## config.mk

```make
export PLATFORM = sky130hd
export DESIGN_NAME = gate_seq_timer
export DESIGN_NICKNAME = d
export VERILOG_FILES = /design/src/rtl/gate_seq_timer.sv
export SDC_FILE = /design/constraint.sdc
export NUM_CORES = 1
export LEC_CHECK = 0
export ABC_AREA = 1
export CORE_AREA = 2 2 39 41
export CTS_CLUSTER_SIZE = 40
export DETAILED_ROUTE_END_ITERATION = 6
export DIE_AREA = 0 0 41 43
export GPL_TIMING_DRIVEN = 0
export PLACE_DENSITY = 0.65
export SKIP_CTS_REPAIR_TIMING = 1
export SYNTH_ARGS = -nofsm -noshare
export SYNTH_HDL_FRONTEND = slang
export SYNTH_SLANG_ARGS = --single-unit
```

## constraint.sdc

```tcl
create_clock -name clk -period 2.72 [get_ports clk]
set_input_delay 0.544 -clock clk [delete_from_list [all_inputs] [get_ports clk]]
set_output_delay 0.544 -clock clk [all_outputs]
set_load 0.02 [all_outputs]
```

## src/rtl/gate_seq_timer.sv

```systemverilog
// Hold counter: counts clocks while a vector is applied and flags the last
// clock of the hold window, which is the sample point for the gate outputs.
module gate_seq_timer #(
  parameter int HOLD_CYCLES = 4,
  parameter int CNT_W       = 8
) (
  input  logic clk,
  input  logic rst_n,
  input  logic clear,
  input  logic enable,
  output logic last
);

  logic [CNT_W-1:0] cnt;

  // Clear has priority so a new vector always starts its window at zero.
  always_ff @(posedge clk or negedge rst_n) begin
    if (!rst_n) begin
      cnt <= '0;
    end else if (clear) begin
      cnt <= '0;
    end else if (enable) begin
      cnt <= cnt + CNT_W'(1);
    end
  end

  assign last = (cnt == CNT_W'(HOLD_CYCLES - 1));

endmodule

```

After elaboration in Yosys (flattened, before gate mapping)

Cells that the tools add are included.

Memory bits (writable): 0
Memory bits (read-only): 0
Word-level logic and storage cells: 6
Latch bits: 0
Output and inout bits: 1
Register bits: 8
Memories: 0

Add/subtract/negate cells: 1
$mul: 0
Equality and inequality tests: 1
Muxes and demuxes: 2
Reduce and logical (&&, ||, !) cells: 1
Bitwise logic cells: 0
Divide/modulo/power cells: 0
$lt $le $gt $ge: 0
Shifts and indexed selects: 0

Operators with widths:

| kind                                                             | number |
|---|---|
| 8-bit 2-to-1 mux                                                 | 2 |
| 8-bit by 1-bit adder with 8-bit output (second input constant)   | 1 |
| 8-bit by 2-bit == test with 1-bit output (second input constant) | 1 |
| 2-bit nonzero test                                               | 1 |

Depth between registers and ports, before layout

Gate-level depths: netlist of the first run.

Word-level depth: 3
Depth in mapped cells: 7
Depth with buffers taken out: 7

Worst setup path after synthesis of the first run

No wires, ideal clock.

Kind: flip-flop to output port
From: register cnt[0]
To: output port last
Setup slack: 0.884 ns
Cell stages (with the launch flop): 4
Arrival: 1.292 ns
Cell sequence: dfrtp_1 ha_1 nand3_1 nor4_1

Cells in the longest elaborated chain, start to end: 1

RTL lines:

| element                                  | line | text |
|---|---|---|
| start: declaration                       | 14   | `logic [CNT_W-1:0] cnt;` |
| start signal: assignment                 | 23   | `cnt <= cnt + CNT_W'(1);` |
| 8-bit by 2-bit == test with 1-bit output | 27   | `assign last = (cnt == CNT_W'(HOLD_CYCLES - 1));` |
| end: declaration                         | 11   | `output logic last` |

No other way between the ends.

Worst setup path in the final report of the first run

Same ends and word-level chain as after synthesis.

==> results.ini, run 1 <==
[outcome]
status=completed

[worst_hold_path]
hp-start=cnt[1]$_DFFE_PN0P_
hold_depth=2
hold_path_class=flop to flop
hold_end=cnt[1]$_DFFE_PN0P_

[placed_design]
place_hpwl_microns=719.9
place.gp.congestion=0.7010
placed_area_sq_um=523.0
port_buffers=4

[cells_and_area]
seqCellArea_sq_um=200.2
max_flop_register=cnt
final_util_pct=39.42
layout_commonest_cell=nand2_1
final_cell_mix=nand2_1 (13), inv_1 (9), dfrtp_1 (8)
areaGrowthSynthToFinish_pct=17.84
n_antenna_cell=0
nFillCells=147
drive_gt1_share_pct=10.45
fin_nets=74
reg_top3=cnt (8)
fin_area_sq_um=545.5
largest_reg_flops=8
multi_input_area_sq_um=229.0

[route]
first_pass_iters=4
ant_nets=0
met3_length_microns=11
vias=421
avgViaCountPerCell=5.072
routed_wl_microns=926
top_layer=met4
drc=0
wl_per_cell_microns=11.16
wl_met2_microns=479
drt_iter0_markers=6
met1_length_microns=416

[sta]
finalCriticalPeriod_ns=2.371
slew_viol_final=0
finClkSkew_ns=0.002396
setup_tns_ns=0
fmax_mhz=421.8
relSlewSlack_pct=74.41
fin_crit_sh_pct=87.17
rsz0062_at_grt=false
setup_viol=0
worst_pin_slew_ns=0.3826
finalHoldViolations=0

[worst_setup_path]
crit_start=cnt[0]$_DFFE_PN0P_
start_kind=flop
slowest_stage=clkdlybuf4s50_1
r2r_cells=7
rr_startpoint=cnt[0]$_DFFE_PN0P_
cp_max_fo=5
crit_required_ns=2.18
arrival_ns=1.83
regToRegSetupSlack_ns=1.59
crit_chain=ha_1 -> nand3_1 -> nor4_1 -> clkdlybuf4s50_1
timing.rr.end=cnt[6]$_DFFE_PN0P_
critical_path.top_delay_family=buffers and inverters
cpPeakStageDelay_ns=0.65
worst-path-buf-inv=1
cp-end-kind=output pin
critPathKind=flop to output pin

[pwr]
power.density_mw_per_mm2=441.4
pwr-share-clk_pct=38.7
leakage_nw=0.2578
switching_share_pct=24.20
intPower_mw=0.1825
share_comb_of_total_power_pct=9.3
p_switching_mw=0.05826
p_total_mw=0.2408
p_seq_share_pct=51.9
ir_drop_mv=0.1417

[clock_network]
cts_buffers=3
path_clk_slew_ns=0.05
htree_levels=1
clock_latency_ns=0.26
clk_path_buf_depth=2
root_buffer=clkbuf_4
tritoncts=built
cts_sinks=8

[grt]
grt_pass1_wl_microns=1524
overflow=0
grt_usage_pct=12.96
antenna_found_initial=0
grt_pass1_vias=374
grt_max_degree=9

[synth]
yosysSeqAreaShare_pct=43.24
yosys_warnings=0
syn_nets=65
syn_inst=60
yosysUniqueCellTypes=17
ys_top_cells_by_area=dfrtp_1 (43%), nand2_1 (11%), inv_1 (7.3%)
avgSynthCellArea_sq_um=7.716
ys_ff_latch=8
synthesis.area_sq_um=462.9
yosysTopAreaCellShare_pct=43.24
yosysTopAreaCell=dfrtp_1

[floorplanning]
coreArea_sq_mm=0.001384
start_util_pct=33.45
die_y_microns=43
floorplan.io_pins=5
die-area_sq_mm=0.001763
num_rows=14
die_w_microns=41

[flow_run]
drv_cap=0

cell families after synthesis:
| kind of cell | synth area share (%) |
|---|---|
| XOR/XNOR | 1.892 |
| adder cells (fa/ha/maj) | 2.702 |
| flip-flops | 43.24 |
| AND/OR/NAND/NOR | 37.84 |
| buffers and inverters | 7.297 |
| AO/OA/AOI/OAI | 7.027 |
worst reg2reg max path: stages (launching register included):
cell and delay [ns]:
dfrtp_1 0.38, ha_1 0.25, nand2_1 0.07, inv_1 0.12
nand3_2 0.08, nand2_1 0.05, inv_1 0.03, nor2_1 0.08
power by group through the flow:
stage               sequential [mW]  combinational [mW]  clock [mW]
finish                        0.125              0.0225      0.0933
global route                  0.125              0.0253      0.0997
CTS                           0.125              0.0230      0.0954
detailed placement            0.127              0.0230           0
global placement              0.127              0.0224           0
floorplan                     0.127              0.0109           0
area by class of cell:
cell class	count	area share (%)
Multi-Input combinational cell	43	41.97
Clock buffer	3	4.128
Sequential cell	8	36.70
Tap cell	16	3.670
Timing Repair Buffer	4	7.339
Inverter	9	6.193
routing by layer:
layer | GRT usage (%) | vias up
li1 | - | 214
met5 | 0 | -
met4 | 10.00 | 0
met3 | 1.571 | 4
met2 | 20.00 | 6
met1 | 15.18 | 197
how the worst max path moves through the flow:
| stage | cells after the start | slack [ns] | end |
|---|---|---|---|
| floorplan | 3 | 0.88 | last |
| detailed placement | 4 | 0.61 | last |
| global placement | 4 | 0.62 | last |
| finish | 4 | 0.35 | last |
| CTS | 4 | 0.33 | last |
| global route | 4 | 0.28 | last |
stage by stage:
step                      std cells  hold WS, ns  setup WS [ns]
after floorplan                  60       0.2484         0.8838
after global placement           80       0.4821         0.6202
after detailed placement         80       0.5005         0.6093
after CTS                        83       0.5213         0.3339
after global routing             83       0.5399         0.2805
final                            83       0.5188         0.3490
synthesized netlist by cell type:
cell / number
nand4_1: 2
o21ai_0: 2
inv_1: 9
nor2_4: 2
nand3_2: 1
nor3_1: 1
a211oi_1: 1
ha_1: 1
xnor2_1: 1
nor2_2: 1
nand3b_1: 1
a21oi_1: 3
nand2_1: 13
nand3_1: 6
dfrtp_1: 8
nor2_1: 7
nor4_1: 1
(Power assumes the default switching activity.)
==> inputs of run 2 (changes only) <==
MAX_ROUTING_LAYER = met4   (was default)
==> results of run 2 <==
Same layout as run 1: the final DEF is identical, and so are final timing and power.
Main changes from that run: final weighted congestion in routability-driven placement 0.7010 -> 0.7087; overall routing resource usage 12.96% -> 13.28%
==> inputs of run 3 (changes only) <==
PLACE_DENSITY = default   (was 0.65)
==> run 3 against run 2 <==
  * Global-route usage is 0.15 points higher
  * Cell area stayed put
  * First-iteration DRC count increased by 50%
  * Wire length grew 0.54%
  * Die area unchanged
  * Critical path depth stayed put
  * Register-to-register slack about the same
==> results.ini, run 3 (synthesized netlist as in run 1, its figures left out) <==
[worst_setup_path]
arrival_ns=1.83  ; about the same
cp_max_fo=5  ; unchanged
slowest_stage=clkdlybuf4s50_1
crit_chain=ha_1 -> nand3_1 -> nor4_1 -> clkdlybuf4s50_1
cp-end-kind=output pin
critical_path.top_delay_family=buffers and inverters
worst-path-buf-inv=1  ; unchanged
crit_required_ns=2.18  ; about the same
cpPeakStageDelay_ns=0.65  ; about the same
start_kind=flop
critPathKind=flop to output pin

[grt]
grt_pass1_vias=359  ; -4.0%
antenna_found_initial=0  ; unchanged
overflow=0  ; unchanged
grt_pass1_wl_microns=1469  ; -3.6%
grt_max_degree=9  ; unchanged
grt_usage_pct=13.43

[route]
avgViaCountPerCell=4.855  ; -4.3%
wl_per_cell_microns=11.22  ; +0.54%
vias=403  ; -4.3%
first_pass_iters=4  ; unchanged
drt_iter0_markers=9  ; +3
routed_wl_microns=931  ; +0.54%
ant_nets=0  ; unchanged
drc=0  ; unchanged

[clock_network]
tritoncts=built
path_clk_slew_ns=0.05  ; about the same
clk_path_buf_depth=2  ; unchanged
root_buffer=clkbuf_4
cts_sinks=8  ; unchanged
cts_buffers=3  ; unchanged
htree_levels=1  ; unchanged
clock_latency_ns=0.25  ; about the same

[cells_and_area]
fin_nets=74  ; unchanged
fin_area_sq_um=545.5  ; unchanged
reg_top3=cnt (8)
largest_reg_flops=8  ; unchanged
layout_commonest_cell=nand2_1
drive_gt1_share_pct=10.45  ; unchanged
final_cell_mix=nand2_1 (13), inv_1 (9), dfrtp_1 (8)
max_flop_register=cnt
multi_input_area_sq_um=229.0  ; unchanged
areaGrowthSynthToFinish_pct=17.84  ; unchanged
n_antenna_cell=0  ; unchanged
seqCellArea_sq_um=200.2  ; unchanged
nFillCells=143  ; -2.7%

[worst_hold_path]
hold_path_class=flop to flop

[pwr]
leakage_nw=0.2578  ; unchanged
power.density_mw_per_mm2=440.7  ; -0.15%
ir_drop_mv=0.1644  ; +16%

[floorplanning]
floorplan.io_pins=5  ; unchanged
num_rows=14  ; unchanged
die_y_microns=43  ; unchanged
die_w_microns=41  ; unchanged
coreArea_sq_mm=0.001384  ; unchanged
die-area_sq_mm=0.001763  ; unchanged
start_util_pct=33.45  ; unchanged

[sta]
setup_tns_ns=0  ; unchanged
finalCriticalPeriod_ns=2.374  ; +0.002594 ns
finalHoldViolations=0  ; unchanged
rsz0062_at_grt=false
fin_crit_sh_pct=87.27  ; +0.095 points
fmax_mhz=421.3  ; -0.11%
worst_hold_slack_ns=0.5026  ; -0.01624 ns
worst_pin_slew_ns=0.3724  ; -0.01025 ns
slew_viol_final=0  ; unchanged
relSlewSlack_pct=75.10  ; +0.69 points
setup_viol=0  ; unchanged
finClkSkew_ns=0.001323  ; -0.001074 ns

[placed_design]
placed_area_sq_um=523.0  ; unchanged
place.gp.congestion=0.7588
port_buffers=4  ; unchanged
place_hpwl_microns=651.7  ; -9.5%

[flow_run]
drv_cap=0  ; unchanged

[outcome]
status=completed

## run 3: cell counts in the layout (fill, tap and decap cells not counted)
Identical to the previous run, type by type.
## run 3: final timing paths
check	start	endpoint	slack, ns	depth (start not counted)
hold / removal	cnt[1]$_DFFE_PN0P_	cnt[1]$_DFFE_PN0P_	0.50	2
hold reg to reg	cnt[1]$_DFFE_PN0P_	cnt[1]$_DFFE_PN0P_	0.50	2
min in group asynchronous	rst_n	cnt[4]$_DFFE_PN0P_	0.57	1
setup reg to reg	cnt[0]$_DFFE_PN0P_	cnt[6]$_DFFE_PN0P_	1.58	6
max in group asynchronous	rst_n	cnt[1]$_DFFE_PN0P_	1.88	1
setup / recovery	cnt[0]$_DFFE_PN0P_	last	0.35	4
## run 3: area by class of cell
type,count,area share [%]
inverter,9,6.193
multi-input combinational,43,41.97
clock buffer,3,4.128
timing repair buffer,4,7.339
tap,16,3.670
sequential,8,36.70
## run 3: routing by layer
metal / vias up / global-route usage [%] / wire (microns)
met5: - / - / 0
met4: 0 / 10.00 / 24
met3: 4 / 4.712 / 21
met2: 7 / 19.38 / 463
met1: 182 / 14.33 / 421
li1: 210 / - / -
## run 3: report_power, final
| part | switching (mW) | internal (mW) | total, mW | leakage (nW) |
|---|---|---|---|---|
| registers | 0.00279 | 0.122 | 0.125 | 0.110 |
| logic | 0.0131 | 0.00994 | 0.0231 | 0.134 |
| clock network | 0.0419 | 0.0506 | 0.0925 | 0.0138 |
## run 3: stage by stage
step	std cells	setup slack, ns	power, mW	utilization, %
finish	83	0.3464	0.2404	39.42
global route	83	0.2318	0.2534	39.42
CTS	83	0.3187	0.2456	39.42
detailed placement	80	0.5841	0.1498	37.79
global placement	80	0.6242	0.1493	37.79
floorplan	60	0.8838	0.1374	-
## run 3: worst min-delay path, delay by kind of cell, from the launching register on
family | cells | cell delay (ns)
flip-flops | 1 | 0.36
AND/OR/NAND/NOR | 2 | 0.11
